<file path="src/rtl/serial_add_pkg.sv">
// serial_add_pkg: shared FSM state type, ID width and counter-width helper for serial_add_arbiter
package serial_add_pkg;
  typedef enum logic [1:0] {IDLE, SHIFT, DONE} state_e;
  localparam int ID_W = 1;
  function automatic int clog2(input int v);
    for (int r = 0; r < 32; r++)
      if ((1 << r) >= v) return r;
    return 32;
  endfunction
endpackage

</file>
<file path="src/rtl/fa_bit.sv">
// fa_bit: 1-bit combinational full adder shared by the serial datapath
module fa_bit (
  input  logic a_i,
  input  logic b_i,
  input  logic cin_i,
  output logic sum_o,
  output logic cout_o
);
  assign sum_o  = a_i ^ b_i ^ cin_i;
  assign cout_o = (a_i & b_i) | (cin_i & (a_i ^ b_i));
endmodule

</file>
<file path="src/rtl/serial_add_arbiter.sv">
// serial_add_arbiter: round-robin shares one full-adder cell between two requesters, LSB-first bit-serial add.
// Optional SERIAL_ADD_SUB_EN adds per-requester subtract (A-B, cout=1 means no borrow).
module serial_add_arbiter
  import serial_add_pkg::*;
#(
  parameter int WIDTH = 8
) (
  input  logic             clk,
  input  logic             rst_n,
  input  logic             req0_valid,
  output logic             req0_ready,
  input  logic [WIDTH-1:0] req0_a,
  input  logic [WIDTH-1:0] req0_b,
  input  logic             req0_cin,
  input  logic             req1_valid,
  output logic             req1_ready,
  input  logic [WIDTH-1:0] req1_a,
  input  logic [WIDTH-1:0] req1_b,
  input  logic             req1_cin,
  output logic             resp_valid,
  input  logic             resp_ready,
  output logic [ID_W-1:0]  resp_id,
  output logic [WIDTH-1:0] resp_sum,
  output logic             resp_cout
`ifdef SERIAL_ADD_SUB_EN
  ,
  input  logic             req0_sub,
  input  logic             req1_sub
`endif
);
  localparam int CW = clog2(WIDTH);
  state_e            state_q;
  logic              last_grant_q;
  logic [ID_W-1:0]   id_q;
  logic [WIDTH-1:0]  a_q, b_q, sum_q;
  logic              carry_q;
  logic [CW-1:0]     cnt_q;
  logic              idle, grant0, grant1, fa_sum, fa_cout, cin_d;
  logic [WIDTH-1:0]  a_d, b_d;
`ifdef SERIAL_ADD_SUB_EN
  logic              sub_d;
`endif
  // last_grant resets to 1 so requester 0 wins the first tie
  always_comb begin
    idle   = state_q == IDLE;
    grant0 = req0_valid & (~req1_valid | last_grant_q);
    grant1 = req1_valid & ~grant0;
    a_d    = grant1 ? req1_a : req0_a;
`ifdef SERIAL_ADD_SUB_EN
    sub_d  = grant1 ? req1_sub : req0_sub;
    b_d    = (grant1 ? req1_b : req0_b) ^ {WIDTH{sub_d}};
    cin_d  = sub_d | (grant1 ? req1_cin : req0_cin);
`else
    b_d    = grant1 ? req1_b : req0_b;
    cin_d  = grant1 ? req1_cin : req0_cin;
`endif
  end
  assign req0_ready = idle & grant0;
  assign req1_ready = idle & grant1;
  assign resp_valid = state_q == DONE;
  assign resp_id    = id_q;
  assign resp_sum   = sum_q;
  assign resp_cout  = carry_q;
  fa_bit u_fa (
    .a_i    (a_q[0]),
    .b_i    (b_q[0]),
    .cin_i  (carry_q),
    .sum_o  (fa_sum),
    .cout_o (fa_cout)
  );
  always_ff @(posedge clk or negedge rst_n) begin
    if (!rst_n) begin
      state_q      <= IDLE;
      last_grant_q <= 1'b1;
      id_q         <= '0;
      a_q          <= '0;
      b_q          <= '0;
      sum_q        <= '0;
      carry_q      <= 1'b0;
      cnt_q        <= '0;
    end else begin
      case (state_q)
        IDLE: if (grant0 | grant1) begin
          a_q          <= a_d;
          b_q          <= b_d;
          carry_q      <= cin_d;
          sum_q        <= '0;
          id_q         <= ID_W'(grant1);
          last_grant_q <= grant1;
          cnt_q        <= '0;
          state_q      <= SHIFT;
        end
        SHIFT: begin
          sum_q   <= {fa_sum, sum_q[WIDTH-1:1]};
          carry_q <= fa_cout;
          a_q     <= a_q >> 1;
          b_q     <= b_q >> 1;
          cnt_q   <= cnt_q + 1'b1;
          if (cnt_q == CW'(WIDTH - 1)) state_q <= DONE;
        end
        DONE: if (resp_ready) state_q <= IDLE;
        default: state_q <= IDLE;
      endcase
    end
  end
endmodule

</file>
<file path="config.mk">
export PLATFORM = sky130hd
export DESIGN_NAME = serial_add_arbiter
export DESIGN_NICKNAME = d
export VERILOG_FILES = /design/src/rtl/serial_add_pkg.sv /design/src/rtl/fa_bit.sv /design/src/rtl/serial_add_arbiter.sv
export SDC_FILE = /design/constraint.sdc
export NUM_CORES = 1
export LEC_CHECK = 0
export BUFFER_PORTS_ARGS = -buffer_cell sky130_fd_sc_hd__buf_2
export CORE_UTILIZATION = 54
export CTS_BUF_LIST = sky130_fd_sc_hd__clkbuf_8
export DETAILED_ROUTE_END_ITERATION = 12
export GPL_TIMING_DRIVEN = 0
export PLACE_DENSITY = 0.8
export SYNTH_ARGS = -nofsm -noshare
export SYNTH_HDL_FRONTEND = slang
export SYNTH_SLANG_ARGS = --single-unit
</file>
<file path="constraint.sdc">
create_clock -name clk -period 1.8 [get_ports clk]
set_input_delay 0.27 -clock clk [delete_from_list [all_inputs] [get_ports clk]]
set_output_delay 0.27 -clock clk [all_outputs]
set_load 0.02 [all_outputs]
</file>
==> parameters.txt <==
Parameter                              Value

Logic synthesis
  Cell taking the most area after synthesis ... sky130_fd_sc_hd__dfrtp_1
  Post-synthesis instance total ... 165
  Top post-synthesis cells by area ... sky130_fd_sc_hd__dfrtp_1 42%, sky130_fd_sc_hd__a22o_2 4.9%, sky130_fd_sc_hd__o21ai_0 4.9%
  Portion of synthesized cell area occupied by the leading cell type ... 42.1%
  Count of flip-flops with a built-in enable after synthesis ... 0
  Commonest cells in the netlist ... 31 x sky130_fd_sc_hd__dfrtp_1, 18 x sky130_fd_sc_hd__o21ai_0
  Count of cell types in the netlist ... 35
  Number of flip-flops and latches in the synthesized netlist ... 32
  Most used standard cell by instance count after synthesis ... sky130_fd_sc_hd__dfrtp_1
  Syn Std Cell Area ... 1840 um^2
  Share of flip-flops with an asynchronous set or reset ... 100%
  Synthesized net count ... 207
  Average cell area after synthesis ... 11.2 um^2
  Sequential area share after synthesis ... 43.6%
  Yosys warns ... 0
  Most frequently used flop master after synthesis ... sky130_fd_sc_hd__dfrtp_1

Route
  DRC viols ... 0
  Wire length on met2 ... 2140 um
  Routed wl met3 ... 210 um
  WL per Instance ... 16.6 um
  Detailed-router iteration count before antenna repair ... 5
  Detailed-route wire length ... 4410 um
  Detailed-route wire length on metal 1 ... 1990 um
  Post-route ant nets ... 0
  Via count ... 1,580
  Top layer in use ... met4
  Iter 0 DRT Violations ... 88
  Per-cell via count in the routed design ... 5.94

Clock network
  Maximum root-to-sink buffer count ... 2
  Number of levels in the clock H-tree ... 2
  Clk_lat worst skew ... 0.28 ns
  Clock tree from TritonCTS ... done
  Hold buffer count at CTS ... 0
  Clk slew on worst S/H paths ... 0.06 ns
  Clock root buffer ... sky130_fd_sc_hd__clkbuf_8
  Clock sink count ... 32
  Post-CTS setup buffer count ... 0
  Number of buffers created by CTS ... 5

STA
  Total count of max-transition violations in the final report ... 0
  RSZ-0062 raised after global routing ... no
  Final count of hold timing violations ... 0
  Final period util ... 94.4%
  Sum of negative setup slack ... 0 ns
  Worst slew slack as a fraction of its limit ... 51.0%
  Transition at the pin with the smallest max-transition slack ... 0.735 ns
  Worst-case hold slack ... 0.0446 ns
  Top achievable clock speed ... 588 MHz
  Setup ws final ... 0.100 ns
  Number of failing setup endpoints in the final timing report ... 0
  Final critical path time including I/O delays and setup ... 1.70 ns
  Final worst clock skew ... 0.00487 ns

Power and ir drop
  Total power after layout ... 3.50 mW
  Total power per unit cell area ... 1570 nW/um^2
  Leakage dissipation ... 1.06 nW
  Maximum VDD drop ... 0.957 mV

Worst setup path
  Critical register-to-register path endpoint ... a_q[3]$_DFFE_PN0P_
  Maximum fanout encountered on the critical timing path ... 10
  CP required ... 1.53 ns
  Crit path cell chain ... clkbuf_4, nor2_4, nand2_1, a21oi_1, buf_4
  Dominant delay contributor by cell family on the critical path ... flip-flops
  Peak per-stage delay on the critical path ... 0.44 ns
  Setup crit end kind ... output port
  Worst Setup Path Type ... reg -> out
  Master of the slowest instance on the critical path ... sky130_fd_sc_hd__dfrtp_2
  R2R setup slack ... 0.13 ns
  Cell depth of the worst flop-to-flop path ... 4
  WP data arrival ... 1.43 ns
  Crit path buffers/inverters ... 2
  Startpoint of the lowest-slack register-to-register path ... state_q[0]$_DFFE_PN0P_
  Crit path launch type ... register

GRT
  Pin count of the biggest net entering global routing ... 33
  Remaining Overflow, GRT ... 0
  Number of antenna violations at the first check in global routing ... 0
  Wire length of the first global-routing pass ... 6830 um
  Overall routing resource usage ... 26.2%
  Vias in the first global route ... 1,461

Placement
  Cell area after placement ... 2150 um^2
  Total of buffers placed on input and output ports ... 51
  DPL Wire Length ... 3220 um
  Placed instance count ... 260
  Final RePlAce weighted congestion ... 0.758
  Pre-CTS worst setup slack ... 0.184 ns

Layout
  Number of nets in the finished design ... 264
  Area of all placed cells without fillers ... 2220 um^2
  Filler Cells Inserted ... 257
  Area growth syn-to-layout ... 20.9%
  Fraction of the core area covered by cells at the end of the flow ... 70.6%
  Fraction of final layout cells with drive strength greater than 1 ... 45.5%
  Antenna cell count ... 0
  Number of standard cells in the final layout excluding fillers ... 266

Die
  Die height ... 60.4 um
  DIE WIDTH ... 60.4 um
  Area of the die ... 3650 um^2
  Core Box Area ... 3150 um^2
  Starting Density ... 58.4%
  Io pins ... 52
  Number of standard-cell rows in the floorplan ... 20

Worst hold path
  Class of the most critical hold timing path ... in -> async

Run
  Max-cap violations ... 0

Outcome
  Status ... completed
flip-flops by register name, summed over array words and instances (netlist names):
name / flops
state_q: 2
cnt_q: 3
b_q: 8
a_q: 8
resp_sum: 8
last_grant_q: 1
resp_id: 1
resp_cout: 1
worst register-to-register path, delay by kind of cell (launching register included):
kind | cells | cell delay [ns]
AND/OR/NAND/NOR | 1 | 0.46
buffers and inverters | 1 | 0.38
AO/OA/AOI/OAI | 2 | 0.28
flip-flops | 1 | 0.44
layer usage:
| layer | track usage [%] | vias up |
|---|---|---|
| met4 | 10.3 | 0 |
| met5 | 0 | - |
| met1 | 34.6 | 785 |
| met2 | 41.6 | 58 |
| li1 | - | 726 |
| met3 | 6.18 | 11 |
report_power, final:
group | leakage [nW] | internal [mW] | switching [mW]
clock | 0.0452 | 0.257 | 0.256
sequential | 0.395 | 1.07 | 0.221
combinational | 0.618 | 0.779 | 0.910
total | 1.06 | 2.11 | 1.39
layout make-up:
| class | instances | area (um^2) | area share, % |
|---|---|---|---|
| flip-flops and latches | 32 | 803 | 36.1 |
| multi-input cells | 113 | 912 | 41.0 |
| plain buffers | 14 | 100 | 4.50 |
| well taps | 44 | 55.1 | 2.47 |
| clock inverters | 2 | 8.76 | 0.394 |
| repair buffers | 51 | 258 | 11.6 |
| clock buffers | 5 | 68.8 | 3.09 |
| inverters | 5 | 18.8 | 0.844 |
worst max path at each step:
stage / slack, ns / depth (start not counted) / start / endpoint
after floorplan: 0.27 / 4 / last_grant_q$_DFFE_PN1P_ / req1_ready
after global placement: 0.28 / 5 / state_q[0]$_DFFE_PN0P_ / a_q[4]$_DFFE_PN0P_
after detailed placement: 0.18 / 6 / req1_valid / resp_cout$_DFFE_PN0P_
after CTS: 0.02 / 5 / state_q[0]$_DFFE_PN0P_ / req0_ready
after global routing: 0.007 / 4 / state_q[0]$_DFFE_PN0P_ / a_q[1]$_DFFE_PN0P_
final: 0.10 / 5 / state_q[0]$_DFFE_PN0P_ / req0_ready
cells in the final DEF (no fill, tap or decap), types with 2 or more instances in the layout:
master and n:
sky130_fd_sc_hd__buf_2 53, sky130_fd_sc_hd__dfrtp_1 30, sky130_fd_sc_hd__o21ai_0 18, sky130_fd_sc_hd__and2_1 9, sky130_fd_sc_hd__a22o_2 9, sky130_fd_sc_hd__a221oi_1 9, sky130_fd_sc_hd__and2b_1 9, sky130_fd_sc_hd__o31ai_1 9
sky130_fd_sc_hd__nor2b_1 7, sky130_fd_sc_hd__and2_2 7, sky130_fd_sc_hd__inv_1 6, sky130_fd_sc_hd__a221oi_2 6, sky130_fd_sc_hd__o31ai_2 6, sky130_fd_sc_hd__clkbuf_8 5, sky130_fd_sc_hd__o2bb2ai_1 4, sky130_fd_sc_hd__clkbuf_1 3
sky130_fd_sc_hd__nand2_1 3, sky130_fd_sc_hd__buf_6 3, sky130_fd_sc_hd__a21oi_1 2, sky130_fd_sc_hd__clkbuf_2 2, sky130_fd_sc_hd__buf_4 2, sky130_fd_sc_hd__mux2i_1 2, sky130_fd_sc_hd__ha_1 2
cell families (layout without fill, tap and decap cells):
family	Yosys count	count (layout)	share of synthesized area [%]
AOI/OAI and AO/OA	67	67	30.9
adders and majority gates	3	3	2.45
buffers and inverters	20	77	7.27
DFF	32	32	43.6
muxes	2	2	1.09
and+or+nand+nor	41	41	14.7
repair_timing:
item	4_1_cts	5_1_grt
endpoints found under the setup margin	2	3
gates resized for setup	2	7
endpoints found under the hold margin	0	0
pin swaps	0	0
No activity file was read; power rests on OpenSTA's default activity.
